===== src/rtl/exec_sequencer.sv =====
// exec_sequencer: multi-cycle execute controller between decode and the ALU.
// Accepts one decoded operation over a valid/ready handshake. It drives the
// registered operand-select code and ALU opcode, captures the ALU result, and
// presents that result downstream over a second valid/ready handshake.
// Optional feature macro: EXEC_SERIAL_SHIFT_EN. When it is defined, shifts
// with a nonzero amount are done one bit per cycle in the SHIFT state, so the
// ALU needs no barrel shifter. When it is undefined, every operation goes
// through EXEC and the ALU.
module exec_sequencer (
  input  logic        clk,
  input  logic        rst_n,
  input  logic        flush,
  input  logic        in_valid,
  output logic        in_ready,
  input  logic [2:0]  in_sel,
  input  logic [3:0]  in_aluop,
  input  logic        in_is_shift,
  input  logic [1:0]  in_shift_type,
  input  logic [4:0]  in_shamt,
  input  logic [31:0] in_rs1,
  output logic [2:0]  alu_src,
  output logic [3:0]  alu_op,
  input  logic [31:0] alu_result,
  output logic        out_valid,
  input  logic        out_ready,
  output logic [31:0] out_result,
  output logic        busy
);

  typedef enum logic [1:0] {
    IDLE  = 2'd0,
    EXEC  = 2'd1,
    SHIFT = 2'd2,
    DONE  = 2'd3
  } state_t;

  state_t      state_q, state_d;
  logic [2:0]  sel_q, sel_d;
  logic [3:0]  op_q, op_d;
  logic [31:0] res_q, res_d;

`ifdef EXEC_SERIAL_SHIFT_EN
  logic [1:0]  type_q, type_d;
  logic [4:0]  cnt_q, cnt_d;
  logic [31:0] acc_q, acc_d;
  logic [31:0] shifted;
`else
  logic        unused_shift_inputs;
  assign unused_shift_inputs = ^{in_is_shift, in_shift_type, in_shamt, in_rs1};
`endif

  // Handshake and status outputs decode directly from the registered state.
  assign in_ready   = (state_q == IDLE) && !flush;
  assign busy       = (state_q != IDLE);
  assign out_valid  = (state_q == DONE);
  assign out_result = res_q;
  assign alu_src    = sel_q;
  assign alu_op     = op_q;

`ifdef EXEC_SERIAL_SHIFT_EN
  // One-bit step of the serial shifter; type 3 behaves as a logical right shift.
  always_comb begin
    shifted = {1'b0, acc_q[31:1]};
    case (type_q)
      2'd0:    shifted = {acc_q[30:0], 1'b0};
      2'd2:    shifted = {acc_q[31], acc_q[31:1]};
      default: shifted = {1'b0, acc_q[31:1]};
    endcase
  end
`endif

  // Next-state logic. A flush overrides everything and returns the FSM to IDLE
  // while keeping the last result and the operand/opcode selects.
  always_comb begin
    state_d = state_q;
    sel_d   = sel_q;
    op_d    = op_q;
    res_d   = res_q;
`ifdef EXEC_SERIAL_SHIFT_EN
    type_d  = type_q;
    cnt_d   = cnt_q;
    acc_d   = acc_q;
`endif

    case (state_q)
      IDLE: begin
        if (in_valid && in_ready) begin
          sel_d = in_sel;
          op_d  = in_aluop;
`ifdef EXEC_SERIAL_SHIFT_EN
          type_d = in_shift_type;
          cnt_d  = in_shamt;
          acc_d  = in_rs1;
          if (in_is_shift && (in_shamt != 5'd0)) begin
            state_d = SHIFT;
          end else begin
            state_d = EXEC;
          end
`else
          state_d = EXEC;
`endif
        end
      end
      EXEC: begin
        res_d   = alu_result;
        state_d = DONE;
      end
`ifdef EXEC_SERIAL_SHIFT_EN
      SHIFT: begin
        acc_d = shifted;
        cnt_d = cnt_q - 5'd1;
        if (cnt_q == 5'd1) begin
          res_d   = shifted;
          state_d = DONE;
        end
      end
`endif
      DONE: begin
        if (out_ready) begin
          state_d = IDLE;
        end
      end
      default: begin
        state_d = IDLE;
      end
    endcase

    if (flush) begin
      state_d = IDLE;
      res_d   = res_q;
`ifdef EXEC_SERIAL_SHIFT_EN
      cnt_d   = cnt_q;
      acc_d   = acc_q;
`endif
    end
  end

  // State and datapath registers, cleared asynchronously on reset.
  always_ff @(posedge clk or negedge rst_n) begin
    if (!rst_n) begin
      state_q <= IDLE;
      sel_q   <= 3'd0;
      op_q    <= 4'd0;
      res_q   <= 32'd0;
`ifdef EXEC_SERIAL_SHIFT_EN
      type_q  <= 2'd0;
      cnt_q   <= 5'd0;
      acc_q   <= 32'd0;
`endif
    end else begin
      state_q <= state_d;
      sel_q   <= sel_d;
      op_q    <= op_d;
      res_q   <= res_d;
`ifdef EXEC_SERIAL_SHIFT_EN
      type_q  <= type_d;
      cnt_q   <= cnt_d;
      acc_q   <= acc_d;
`endif
    end
  end

endmodule


===== config.mk =====
export PLATFORM = sky130hd
export DESIGN_NAME = exec_sequencer
export DESIGN_NICKNAME = d
export VERILOG_FILES = /design/src/rtl/exec_sequencer.sv
export SDC_FILE = /design/constraint.sdc
export NUM_CORES = 1
export LEC_CHECK = 0
export ABC_AREA = 1
export CAP_MARGIN = 5
export CORE_MARGIN = 10
export CORE_UTILIZATION = 36
export DETAILED_ROUTE_END_ITERATION = 8
export GPL_TIMING_DRIVEN = 0
export PLACE_DENSITY = 0.85
export SLEW_MARGIN = 20
export SYNTH_ARGS = -nofsm -noshare
export SYNTH_HDL_FRONTEND = slang
export SYNTH_SLANG_ARGS = --single-unit

===== constraint.sdc =====
create_clock -name clk -period 1.75 [get_ports clk]
set_clock_uncertainty 0.05 [all_clocks]
set_input_delay 0.175 -clock clk [delete_from_list [all_inputs] [get_ports clk]]
set_output_delay 0.175 -clock clk [all_outputs]
set_load 0.1 [all_outputs]

==> impl_metrics.tcl <==
set metrics [dict create \
    slew_viol_final 0 \
    yosys-top-cells-area "dfrtp_1 (62%), nand2_1 (19%), nand3_1 (9.7%)" \
    fin_total_pwr_mw 4.34 \
    place_congestion 0.713 \
    ir_drop_mv 0.763 \
    initial_core_util 0.376 \
    dieArea_sq_um 7690 \
    synth_compound_area_frac 0.00303 \
    critical_path.top_delay_family "buffers and inverters" \
    synthDominantCellAreaShare 0.622 \
    cts.path.max_buffers 2 \
    syn-cell-area_sq_um 1650 \
    synth_warnings 0 \
    dr.first_iter.drc_count 49 \
    cp.arrival_ps 1490 \
    final_area_sq_um 2620 \
    dpl.hpwl_mm 3.79 \
    root_buffer "clkbuf_8" \
    critPathKind "flip-flop to output pin" \
    hold_end "alu_src[2]" \
    synth_fa_ha_area_frac 0 \
    synth_cell_types 14 \
    p_per_area_nw_per_um2 1660 \
    fp-row-count 24 \
    min_from "in_valid" \
    reg2reg_depth 5 \
    area_growth_pct 58.8 \
    worst_pin_slew_ps 977 \
    p_leak_nw 1.35 \
    synth_area_leader_cell "dfrtp_1" \
    hold_slack_ps 278 \
    max_cap_violations 0 \
    cp_slowest_cell "clkdlybuf4s15_1" \
    slowest_delay_ps 840 \
    synth_edf_count 0 \
    yosys-mux-area-fraction 0 \
    vias 1548 \
    placed_area_sq_um 2590 \
    syn_area_per_cell_sq_um 9.02 \
    die_x_um 87.7 \
    worstReg2RegEnd "out_result[1]" \
    drive_above_1_share 0.155 \
    grt_max_degree 25 \
    dieHeight_um 87.7 \
    io_pins 126 \
    placed_cells 320 \
    synth_top_family_by_area "simple AND/OR/NAND/NOR gates" \
    setup_violations 0 \
    nFillCells 406 \
    status "finished, final reports clean" \
    fp.coreArea_sq_um 4380 \
    firstDrtPassIters 4 \
    path_buf_inv 1 \
    seq_area_sq_um 1030 \
    overflow 0 \
    cts_tree "built" \
    synth_xor_area_frac 0 \
    syn_inst 183 \
    critical_path.max_fanout 2 \
    rrSetupSlack_ps 510 \
    rsz0062_at_grt "no" \
    multi_input_area_sq_um 568 \
    cp_cell_sequence "clkdlybuf4s15_1" \
    grt_pass1_vias 1623 \
    ys.flop_type "dfrtp_1" \
    min_path_type "primary input to flip-flop" \
    cts_max_level 2 \
    hold_viol 0 \
    synth_nets 267 \
    worstPathRequired_ps 1520 \
    ant_nets 0 \
    nets 360 \
    ys_seq_area_frac 0.622 \
    yosys.area_share.simple 0.335 \
    numCtsBuffers 5 \
    startpoint_type "flip-flop" \
    whs_path_depth 3 \
    insertion_delay_ps 290 \
    cts.clk_slew.worst_paths_ps 80 \
    timing.slew.headroom 0.351 \
    min_period_over_period 0.982 \
    wirelength_mm 4.85 \
    io_buffers 84 \
    critPathCaptureType "output pin" \
    antenna_found_initial 0 \
    synthArstFlopShare 1.00 \
    ys_top_cells_by_count "nand2_1 (82), dfrtp_1 (41), nand3_1 (32)" \
    r2r_start "state_q[1]" \
    insertedDiodeCount 0 \
    grt_pass1_wl_mm 8.04 \
    yosys_register_bits 41 \
    tns_ps 0 \
    finalNonFillerCells 329 \
    gr-usage-all-layers 0.131 \
    post-route-drc-count 0 \
    wire_per_inst_um 14.7 \
    yosysMostFrequentCell "nand2_1" \
    max_freq_mhz 582 \
    timing.final.crit_period_ps 1720 \
    cts_sinks 41 \
    routed_via_density 4.71 \
]
## state kept, by name, indices dropped and copies added (netlist names)
signal and flops:
out_result 32, alu_op 4, alu_src 3, state_q 2
## placed cells by master (no fill, tap or decap), types with 2 or more instances in the layout
cell and n:
dfrtp_1 41, clkbuf_8 6, nand3_1 32, nand2_1 82
nor2_4 2, buf_2 14, nand4_1 7, clkdlybuf4s50_1 41
clkdlybuf4s15_1 25, clkbuf_2 13
## final cells by class
class                      instances  share of cell area
sequential                        41               0.392
tap                               52              0.0248
multi-input combinational        128               0.217
clock buffer                       6              0.0315
buffer                            12              0.0224
inverter                           2             0.00287
clock inverter                     2             0.00525
timing repair buffer              86               0.305
## repair_timing
item                                    in CTS  in global routing
hold buffers                                 1                  0
buffers inserted                             0                  0
gates resized for setup                     67                 40
endpoints found under the setup margin      42                 35
endpoints found under the hold margin       17                  0
## through the flow
stage / worst slack [ps] / utilization
2_1_floorplan: 126 / -
3_3_place_gp: -547 / 0.585
3_5_place_dp: -484 / 0.590
4_1_cts: 0.853 / 0.604
5_1_grt: 0.0787 / 0.598
6_report: 32.4 / 0.598
## worst min-delay path, stage by stage
cell and delay (ps):
clkbuf_1 210, nand4_1 160, nand2_1 50
## report_power, final
group          switching (mW)  internal, mW  leakage (nW)
clock network           0.329         0.320        0.0512
logic                    2.00         0.414         0.789
registers               0.114          1.17         0.512
total                    2.44          1.90          1.35
## how the worst max path moves through the flow
stage	from	endpoint	slack [ps]	cells after the start
floorplan	state_q[0]	in_ready	130	3
global placement	rst_n	out_result[9]	-550	1
detailed placement	state_q[0]	in_ready	-480	4
CTS	alu_op[1]	alu_op[1]	0.9	1
global route	out_result[17]	out_result[17]	0.08	1
finish	out_result[16]	out_result[16]	30	1
## layer usage
metal | share of wire | GRT usage | up-vias
met3 | 0.093 | 0.0539 | 7
met1 | 0.40 | 0.149 | 714
met2 | 0.49 | 0.223 | 55
met5 | 0 | 0 | -
li1 | - | - | 772
met4 | 0.014 | 0.0348 | 0
## kinds of logic after synthesis
family,after synthesis
buffers and inverters,14
AND/OR/NAND/NOR,127
flip-flops,41
AO/OA/AOI/OAI,1
Power figures use the tool's default switching activity.
